## src/rtl/rv_pkg.sv

```systemverilog
// Shared RV32I pipeline definitions: opcode classes, NOP,
// forwarding encodings and per-instruction field bundle.
package rv_pkg;

  localparam logic [4:0] itype1 = 5'b00000;
  localparam logic [4:0] itype2 = 5'b00011;
  localparam logic [4:0] itype3 = 5'b00100;
  localparam logic [4:0] itype4 = 5'b11100;
  localparam logic [4:0] itype5 = 5'b11001;
  localparam logic [4:0] rtype1 = 5'b01100;
  localparam logic [4:0] stype  = 5'b01000;
  localparam logic [4:0] sbtype = 5'b11000;
  localparam logic [4:0] utype1 = 5'b01101;
  localparam logic [4:0] utype2 = 5'b00101;
  localparam logic [4:0] ujtype = 5'b11011;

  localparam logic [31:0] NOP = 32'h0000_0013;

  localparam logic [1:0] FWD_RF = 2'b00;
  localparam logic [1:0] FWD_M  = 2'b01;
  localparam logic [1:0] FWD_W  = 2'b10;

  typedef enum logic [1:0] {
    ACT_ADV,
    ACT_LU,
    ACT_RED,
    ACT_FRZ
  } act_t;

  typedef struct packed {
    logic [4:0] rd;
    logic [4:0] rs1;
    logic [4:0] rs2;
    logic       is_load;
    logic       is_store;
    logic       uses_rs1;
    logic       uses_rs2;
    logic       writes_rd;
  } fields_t;

  // M-stage loads are excluded: their data is not ready until W.
  function automatic logic [1:0] fwd_sel(
    input fields_t    m,
    input fields_t    w,
    input logic [4:0] rs,
    input logic       used
  );
    if (used && m.writes_rd && !m.is_load && m.rd == rs)
      return FWD_M;
    if (used && w.writes_rd && w.rd == rs)
      return FWD_W;
    return FWD_RF;
  endfunction

endpackage

```

## src/rtl/pipeline_hazard_sequencer_if.sv

```systemverilog
// Fetch and data-memory handshake seen by the hazard sequencer.
// master = sequencer side, slave = memory side.
interface pipeline_hazard_sequencer_if #(
  parameter int DWIDTH = 32
);
  logic [DWIDTH-1:0] inst_f;
  logic              imem_valid;
  logic              pc_en;
  logic              dmem_req;
  logic              dmem_ready;

  modport master (
    input  inst_f, imem_valid, dmem_ready,
    output pc_en, dmem_req
  );

  modport slave (
    output inst_f, imem_valid, dmem_ready,
    input  pc_en, dmem_req
  );
endinterface

```

## src/rtl/rv_inst_fields.sv

```systemverilog
// Combinational RV32I field extraction and register-usage
// classification for one pipeline stage.
module rv_inst_fields
  import rv_pkg::*;
#(
  parameter int DWIDTH = 32
) (
  input  logic [DWIDTH-1:0] inst,
  output fields_t           f
);

  logic [4:0] cls;
  logic       unused_bits;

  assign cls = inst[6:2];
  assign unused_bits =
    ^{inst[DWIDTH-1:25], inst[14:12], inst[1:0]};

  always_comb begin
    f           = '0;
    f.rd        = inst[11:7];
    f.rs1       = inst[19:15];
    f.rs2       = inst[24:20];
    f.is_load   = (cls == itype1);
    f.is_store  = (cls == stype);
    f.uses_rs1  = cls inside {rtype1, itype1, itype3,
                              itype5, stype, sbtype};
    f.uses_rs2  = cls inside {rtype1, stype, sbtype};
    f.writes_rd = !(cls == stype || cls == sbtype)
                  && (inst[11:7] != 5'd0);
  end

endmodule

```

## src/rtl/pipeline_hazard_sequencer.sv

```systemverilog
// D/X/M/W instruction registers with load-use stall, redirect
// flush, memory-wait freeze, X-stage forwarding and event counters.
module pipeline_hazard_sequencer
  import rv_pkg::*;
#(
  parameter int DWIDTH = 32,
  parameter int CWIDTH = 16
) (
  input  logic                   clk,
  input  logic                   rst_n,
  pipeline_hazard_sequencer_if.master bus,
  input  logic                   PCSel,
  output logic [DWIDTH-1:0]      inst_d,
  output logic [DWIDTH-1:0]      inst_x,
  output logic [DWIDTH-1:0]      inst_m,
  output logic [DWIDTH-1:0]      inst_w,
  output logic [1:0]             fwd_a,
  output logic [1:0]             fwd_b,
  output logic [CWIDTH-1:0]      stall_cnt,
  output logic [CWIDTH-1:0]      flush_cnt
);

  localparam logic [DWIDTH-1:0] NOP_W = DWIDTH'(NOP);

  fields_t fd, fx, fm, fw;
  act_t    act;
  logic    frz, lu, unused_fields;
  logic [DWIDTH-1:0] d_nxt, x_nxt;

  rv_inst_fields #(.DWIDTH(DWIDTH)) u_fd (.inst(inst_d), .f(fd));
  rv_inst_fields #(.DWIDTH(DWIDTH)) u_fx (.inst(inst_x), .f(fx));
  rv_inst_fields #(.DWIDTH(DWIDTH)) u_fm (.inst(inst_m), .f(fm));
  rv_inst_fields #(.DWIDTH(DWIDTH)) u_fw (.inst(inst_w), .f(fw));

  assign unused_fields = ^{fd, fx, fm, fw};

  assign bus.dmem_req = fm.is_load | fm.is_store;
  assign frz = bus.dmem_req & ~bus.dmem_ready;
  assign lu  = fx.is_load && (fx.rd != 5'd0) &&
               ((fd.uses_rs1 && fd.rs1 == fx.rd) ||
                (fd.uses_rs2 && fd.rs2 == fx.rd));

  assign fwd_a = fwd_sel(fm, fw, fx.rs1, fx.uses_rs1);
  assign fwd_b = fwd_sel(fm, fw, fx.rs2, fx.uses_rs2);

  always_comb begin
    act = ACT_ADV;
    if (frz)        act = ACT_FRZ;
    else if (PCSel) act = ACT_RED;
    else if (lu)    act = ACT_LU;
  end

  always_comb begin
    d_nxt      = bus.imem_valid ? bus.inst_f : NOP_W;
    x_nxt      = inst_d;
    bus.pc_en  = bus.imem_valid;
    unique case (act)
      ACT_FRZ: begin
        d_nxt     = inst_d;
        x_nxt     = inst_x;
        bus.pc_en = 1'b0;
      end
      ACT_RED: begin
        d_nxt     = NOP_W;
        x_nxt     = NOP_W;
        bus.pc_en = 1'b1;
      end
      ACT_LU: begin
        d_nxt     = inst_d;
        x_nxt     = NOP_W;
        bus.pc_en = 1'b0;
      end
      default: ;
    endcase
  end

  always_ff @(posedge clk) begin
    if (!rst_n) begin
      inst_d    <= NOP_W;
      inst_x    <= NOP_W;
      inst_m    <= NOP_W;
      inst_w    <= NOP_W;
      stall_cnt <= '0;
      flush_cnt <= '0;
    end else if (act != ACT_FRZ) begin
      inst_d <= d_nxt;
      inst_x <= x_nxt;
      inst_m <= inst_x;
      inst_w <= inst_m;
      if (act == ACT_LU && stall_cnt != '1)
        stall_cnt <= stall_cnt + 1'b1;
      if (act == ACT_RED && flush_cnt != '1)
        flush_cnt <= flush_cnt + 1'b1;
    end
  end

endmodule

```

## src/flat_wrapper.sv

```systemverilog
// flat-port wrapper written by rule: the top's interface ports become plain ports
module pipeline_hazard_sequencer_flat import rv_pkg::*;
#(
  parameter int DWIDTH = 32,
  parameter int CWIDTH = 16
)
  (clk, rst_n, PCSel, inst_d, inst_x, inst_m, inst_w, fwd_a, fwd_b, stall_cnt, flush_cnt, bus_inst_f, bus_imem_valid, bus_dmem_ready, bus_pc_en, bus_dmem_req);
  pipeline_hazard_sequencer_if #(.DWIDTH(DWIDTH)) bus_i ();
  input  logic clk;
  input  logic rst_n;
  input  logic PCSel;
  output logic [DWIDTH-1:0] inst_d;
  output logic [DWIDTH-1:0] inst_x;
  output logic [DWIDTH-1:0] inst_m;
  output logic [DWIDTH-1:0] inst_w;
  output logic [1:0] fwd_a;
  output logic [1:0] fwd_b;
  output logic [CWIDTH-1:0] stall_cnt;
  output logic [CWIDTH-1:0] flush_cnt;
  input wire logic [$bits(bus_i.inst_f)-1:0] bus_inst_f;
  input wire logic [$bits(bus_i.imem_valid)-1:0] bus_imem_valid;
  input wire logic [$bits(bus_i.dmem_ready)-1:0] bus_dmem_ready;
  output wire logic [$bits(bus_i.pc_en)-1:0] bus_pc_en;
  output wire logic [$bits(bus_i.dmem_req)-1:0] bus_dmem_req;
  assign bus_i.inst_f = bus_inst_f;
  assign bus_i.imem_valid = bus_imem_valid;
  assign bus_i.dmem_ready = bus_dmem_ready;
  assign bus_pc_en = bus_i.pc_en;
  assign bus_dmem_req = bus_i.dmem_req;
  pipeline_hazard_sequencer #(.DWIDTH(DWIDTH), .CWIDTH(CWIDTH)) u_core (.clk(clk), .rst_n(rst_n), .bus(bus_i), .PCSel(PCSel), .inst_d(inst_d), .inst_x(inst_x), .inst_m(inst_m), .inst_w(inst_w), .fwd_a(fwd_a), .fwd_b(fwd_b), .stall_cnt(stall_cnt), .flush_cnt(flush_cnt));
endmodule
```

## config.mk

```make
export PLATFORM = sky130hd
export DESIGN_NAME = pipeline_hazard_sequencer_flat
export DESIGN_NICKNAME = d
export VERILOG_FILES = /design/src/rtl/rv_pkg.sv /design/src/rtl/pipeline_hazard_sequencer_if.sv /design/src/rtl/rv_inst_fields.sv /design/src/rtl/pipeline_hazard_sequencer.sv /design/src/flat_wrapper.sv
export SDC_FILE = /design/constraint.sdc
export NUM_CORES = 1
export LEC_CHECK = 0
export CORE_ASPECT_RATIO = 1.1
export CORE_MARGIN = 8
export CORE_UTILIZATION = 48
export CTS_CLUSTER_DIAMETER = 50
export DETAILED_ROUTE_END_ITERATION = 10
export PLACE_DENSITY = 0.87
export SLEW_MARGIN = 20
export SYNTH_ARGS = -nofsm -noshare
export SYNTH_HDL_FRONTEND = slang
export SYNTH_HIERARCHICAL = 1
export SYNTH_SLANG_ARGS = --single-unit
```

## constraint.sdc

```tcl
create_clock -name clk -period 2.9 [get_ports clk]
set_clock_uncertainty 0.1 [all_clocks]
set_input_delay 0.29 -clock clk [delete_from_list [all_inputs] [get_ports clk]]
set_output_delay 0.29 -clock clk [all_outputs]
set_load 0.01 [all_outputs]
```

* Word level (Yosys, flattened, before mapping)
Cells that the tools add are included.
** Operators by class
- Multiplexer cells :: 21
- Add/subtract/negate cells :: 2
- Equality and inequality tests :: 26
- Bitwise operators :: 5
- Reduce and logical (&&, ||, !) cells :: 40
** Operator list (count)
- 32-bit one-hot mux with 2 select lines :: 2
- 16-bit by 1-bit adder with 16-bit output, second input constant :: 2
- 32-bit two-way mux :: 1
- 16-bit inequality test, second input constant :: 2
- 5-bit by 4-bit equality test with 1-bit output, second input constant :: 6
- 5-bit equality test :: 6
- 5-bit equality test, second input constant :: 6
- 2-bit two-way mux :: 10
- 1-bit logical AND :: 18
- 5-bit logical NOT :: 3
- 5-bit nonzero test :: 3
- 6-bit nonzero test :: 2
- 5-bit by 3-bit equality test with 1-bit output, second input constant :: 2
- 2-bit AND reduction :: 4
- 1-bit two-way mux :: 7
- 3-bit nonzero test :: 2
- 2-bit equality test, second input constant :: 2
- 2-bit OR reduction :: 2
- 1-bit logical NOT :: 3
- 1-bit logical OR :: 3
- 1-bit NOT :: 3
- 2-bit by 1-bit equality test with 1-bit output, second input constant :: 1
- 2-bit inequality test, second input constant :: 1
- 1-bit one-hot mux with 2 select lines :: 1
- other kinds (2) :: 2
** Word-level totals
- Register bits after elaboration :: 160
- Output and inout bits :: 166

* Logic depth before layout (Yosys ltp)
- Word-level depth :: 12
- Gate-level depth with buffers :: 9

* Modules after synthesis
The synthesis kept the hierarchy.
** By module, submodules not included
- pipeline_hazard_sequencer :: area an instance 6144.6 um2, instances 1, cells an instance 678, seq. area each 3203.1 um2
- rv_inst_fields :: area an instance 196.4 um2, instances 4, cells an instance 27, seq. area each 0.0 um2

* Worst setup path after synthesis
OpenSTA, ideal clock, no wires.
- Kind :: register to register
- Start :: reg u_core.inst_m[6]
- End :: reg u_core.flush_cnt[4]
- Stages on the path, launching flop included :: 9
- Path slack :: 727 ps
- Path buffers :: 0
- Arrival :: 1945 ps
- Library setup time :: 128 ps
- Path through :: dfxtp_1 nor4_2 and2_1 o21bai_1 and2_1 a21boi_1 nor2b_1 xnor2_1 nor2_1
** RTL lines
- start, declared :: line pipeline_hazard_sequencer.sv:15 : output logic [DWIDTH-1:0] inst_m,
- start signal, assigned :: line pipeline_hazard_sequencer.sv:88 : inst_m <= inst_x;
- end signal, assigned :: line pipeline_hazard_sequencer.sv:93 : flush_cnt <= flush_cnt + 1'b1;
- end, declared :: line pipeline_hazard_sequencer.sv:20 : output logic [CWIDTH-1:0] flush_cnt

==> out/metrics.csv <==
metric,value,unit
drt drc,0,
Final Util,66.9,%
Vias,5802,
H-tree Lvls,4,
Final GP Congestion,0.839,
initial antenna violation count,0,
CP startpoint kind,register,
TritonRoute pass-1 iters,5,
1st-iter DRT viols,450,
Crit Path Max Fanout,6,
Synth Area per Inst,8.92,sq um
worst reg-to-reg setup slack,0.28,ns
total negative slack,0,ns
post-synthesis cell area,0.00657,sq mm
status,completed,
CP dominant cell by count,nor3_1,
final setup vio count,0,
Core Region,0.0136,sq mm
Mapped Nets,776,
"Buf+Inv Stages, Crit Path",1,
Synth warnings,6,
Worst Min Path Start,bus_inst_f[1],
IO Count,203,
Post-Synthesis Cells,737,
Worst Path Arrival,2.35,ns
Die Area,0.0177,sq mm
CP Cell Sequence,"nor3_1, a22oi_1, nor2b_1, nand3_1, nor2_1, nor3_1, clkdlybuf4s50_1",
hold path endpoint,u_core/inst_d[1]$_SDFFE_PN1P_,
CTS sink cnt,160,
Final period util,94.5,%
Flop pwr share,46.9,%
Worst R2R End,u_core/stall_cnt[10]$_SDFFE_PN0P_,
clock-pin slew on the worst setup and hold paths,0.06,ns
NetSw,1.06,mW
CP peak stage delay,0.51,ns
clock network power share,48.2,%
gr usage total,20.9,%
global-route wire length before repair,29.5,mm
vias in the first global route,5427,
P_int,3.74,mW
"Slew Viols, Final",0,
Comb pwr share,4.9,%
vias per cell,5.32,
"Clk Latency, worst-skew pair",0.41,ns
Max Clock Freq,365,MHz
Sw Share,22.2,%
root buffer cell,clkbuf_16,
leakage,3.19,nW
Worst EP required,2.51,ns
PostCTS Resize Cnt,1,
CTS tree,done,
reg2reg start,u_core/inst_m[4]$_SDFFE_PN1P_,
RSZ-0062 raised after global routing,no,
worst reg2reg path depth,6,
Area Growth Syn to Fin,38.1,%
largest net degree at the start of global routing,65,
DRT Wirelength,19.1,mm
DIE WIDTH,128,um
cts hold-fix bufs,0,
post-CTS setup buffers,0,
# fillers,1034,
Die Y-Extent,139,um
total grt overflow,0,
hold path depth,3,
relative slew slack,52.9,%
Worst path slowest cell,clkdlybuf4s50_1,
Max clock buf depth,2,
Final ANT Viol Nets,0,
VDD IR-drop max,0.350,mV
endpoint class of the critical path,output pin,
# diodes,0,
fraction of layout cells with a size suffix above 1,6.31,%
drt wl/cell,17.5,um
row cnt,45,
CTS Buf Count,17,
HP Class,input pin to register,
final count of hold timing violations,0,
CP top delay family,simple AND/OR/NAND/NOR gates,
port bufs,202,
critical path type,register to output pin,
hpwl dp,13.5,mm
pwr dens,530,mW/mm^2
min Tclk post-route,2.74,ns
max cap viols,0,
Slew @ Worst Pin,0.704,ns
nets@finish,929,
Starting Density,48.4,%
## worst reg2reg max path: cells and delay by family (launching register included)
kind               cells  cell delay [ns]
AOI/OAI and AO/OA      3             1.18
and+or+nand+nor        3             0.86
DFF                    1             0.42
## stage by stage
stage               power (mW)  hold slack, ns  area (sq um)  setup slack [ns]  cells
floorplan                 2.41           0.316          6570             0.784    737
global placement          2.53           0.337          8450             0.404   1059
detailed placement        2.54           0.343          8450             0.324   1059
CTS                       4.84           0.329          9070             0.126   1091
global route              4.95           0.341          9070            0.0514   1091
finish                    4.81           0.341          9070             0.159   1091
## final cells by class
cell class | count | area [sq um] | area share [%]
clock buffer | 18 | 439 | 4.84
clock inverter | 14 | 178 | 1.96
inverter | 14 | 52.6 | 0.579
multi-input combinational | 487 | 2870 | 31.7
sequential | 160 | 3200 | 35.3
tap | 188 | 235 | 2.59
timing repair buffer | 210 | 2090 | 23.1
## layer usage
metal	wire length, um	global-route usage (%)	vias up
met3	1210	5.92	28
met2	9600	35.5	202
met4	510	8.40	0
met5	0	0	-
met1	7780	24.2	2744
li1	-	-	2828
## how the worst max path moves through the flow
| stage | startpoint | cells past startpoint | end | slack (ns) |
|---|---|---|---|---|
| 6_report | u_core/inst_m[10]$_SDFFE_PN0P_ | 7 | fwd_b[1] | 0.16 |
| 5_1_grt | u_core/inst_m[6]$_SDFFE_PN0P_ | 7 | fwd_b[1] | 0.05 |
| 4_1_cts | u_core/inst_m[6]$_SDFFE_PN0P_ | 7 | fwd_b[1] | 0.13 |
| 3_5_place_dp | u_core/inst_m[4]$_SDFFE_PN1P_ | 6 | u_core/stall_cnt[10]$_SDFFE_PN0P_ | 0.32 |
| 3_3_place_gp | u_core/inst_m[4]$_SDFFE_PN1P_ | 6 | u_core/stall_cnt[10]$_SDFFE_PN0P_ | 0.40 |
| 2_1_floorplan | u_core/inst_m[4]$_SDFFE_PN1P_ | 8 | u_core/flush_cnt[4]$_SDFFE_PN0P_ | 0.78 |
## state kept, by name (all words and copies together), names as in the netlist
| signal | flops |
|---|---|
| u_core/inst_d | 32 |
| u_core/inst_m | 32 |
| u_core/inst_w | 32 |
| u_core/inst_x | 32 |
| u_core/flush_cnt | 16 |
| u_core/stall_cnt | 16 |
## cells in the final DEF (no fill, tap or decap), types with 2 or more instances in the layout
cell / instances
clkdlybuf4s50_1: 201
dfxtp_1: 160
nand2_1: 146
a21oi_1: 76
a22o_1: 58
xnor2_1: 30
nor2_1: 30
nand3_1: 25
clkbuf_16: 17
xor2_1: 15
inv_1: 13
nand4_1: 12
o21ai_0: 11
nor3_1: 8
or3_1: 8
buf_4: 7
inv_6: 6
and2_1: 5
and3_1: 5
mux2i_1: 5
a22oi_1: 5
nand2b_1: 4
bufinv_16: 3
or4_1: 3
nor2b_1: 3
o21ai_2: 3
and4_1: 3
clkinv_4: 2
clkinv_2: 2
nor4_1: 2
o31ai_1: 2
ha_1: 2
or2_0: 2
nand3b_1: 2
a2111oi_2: 2
nor4_2: 2
## power groups by stage
stage	Combinational (mW)	Clock [mW]	Sequential, mW
2_1_floorplan	0.110	0	2.30
3_3_place_gp	0.231	0	2.30
3_5_place_dp	0.235	0	2.30
4_1_cts	0.237	2.35	2.25
5_1_grt	0.251	2.44	2.25
6_report	0.237	2.32	2.25
Power figures use the tool's default switching activity.
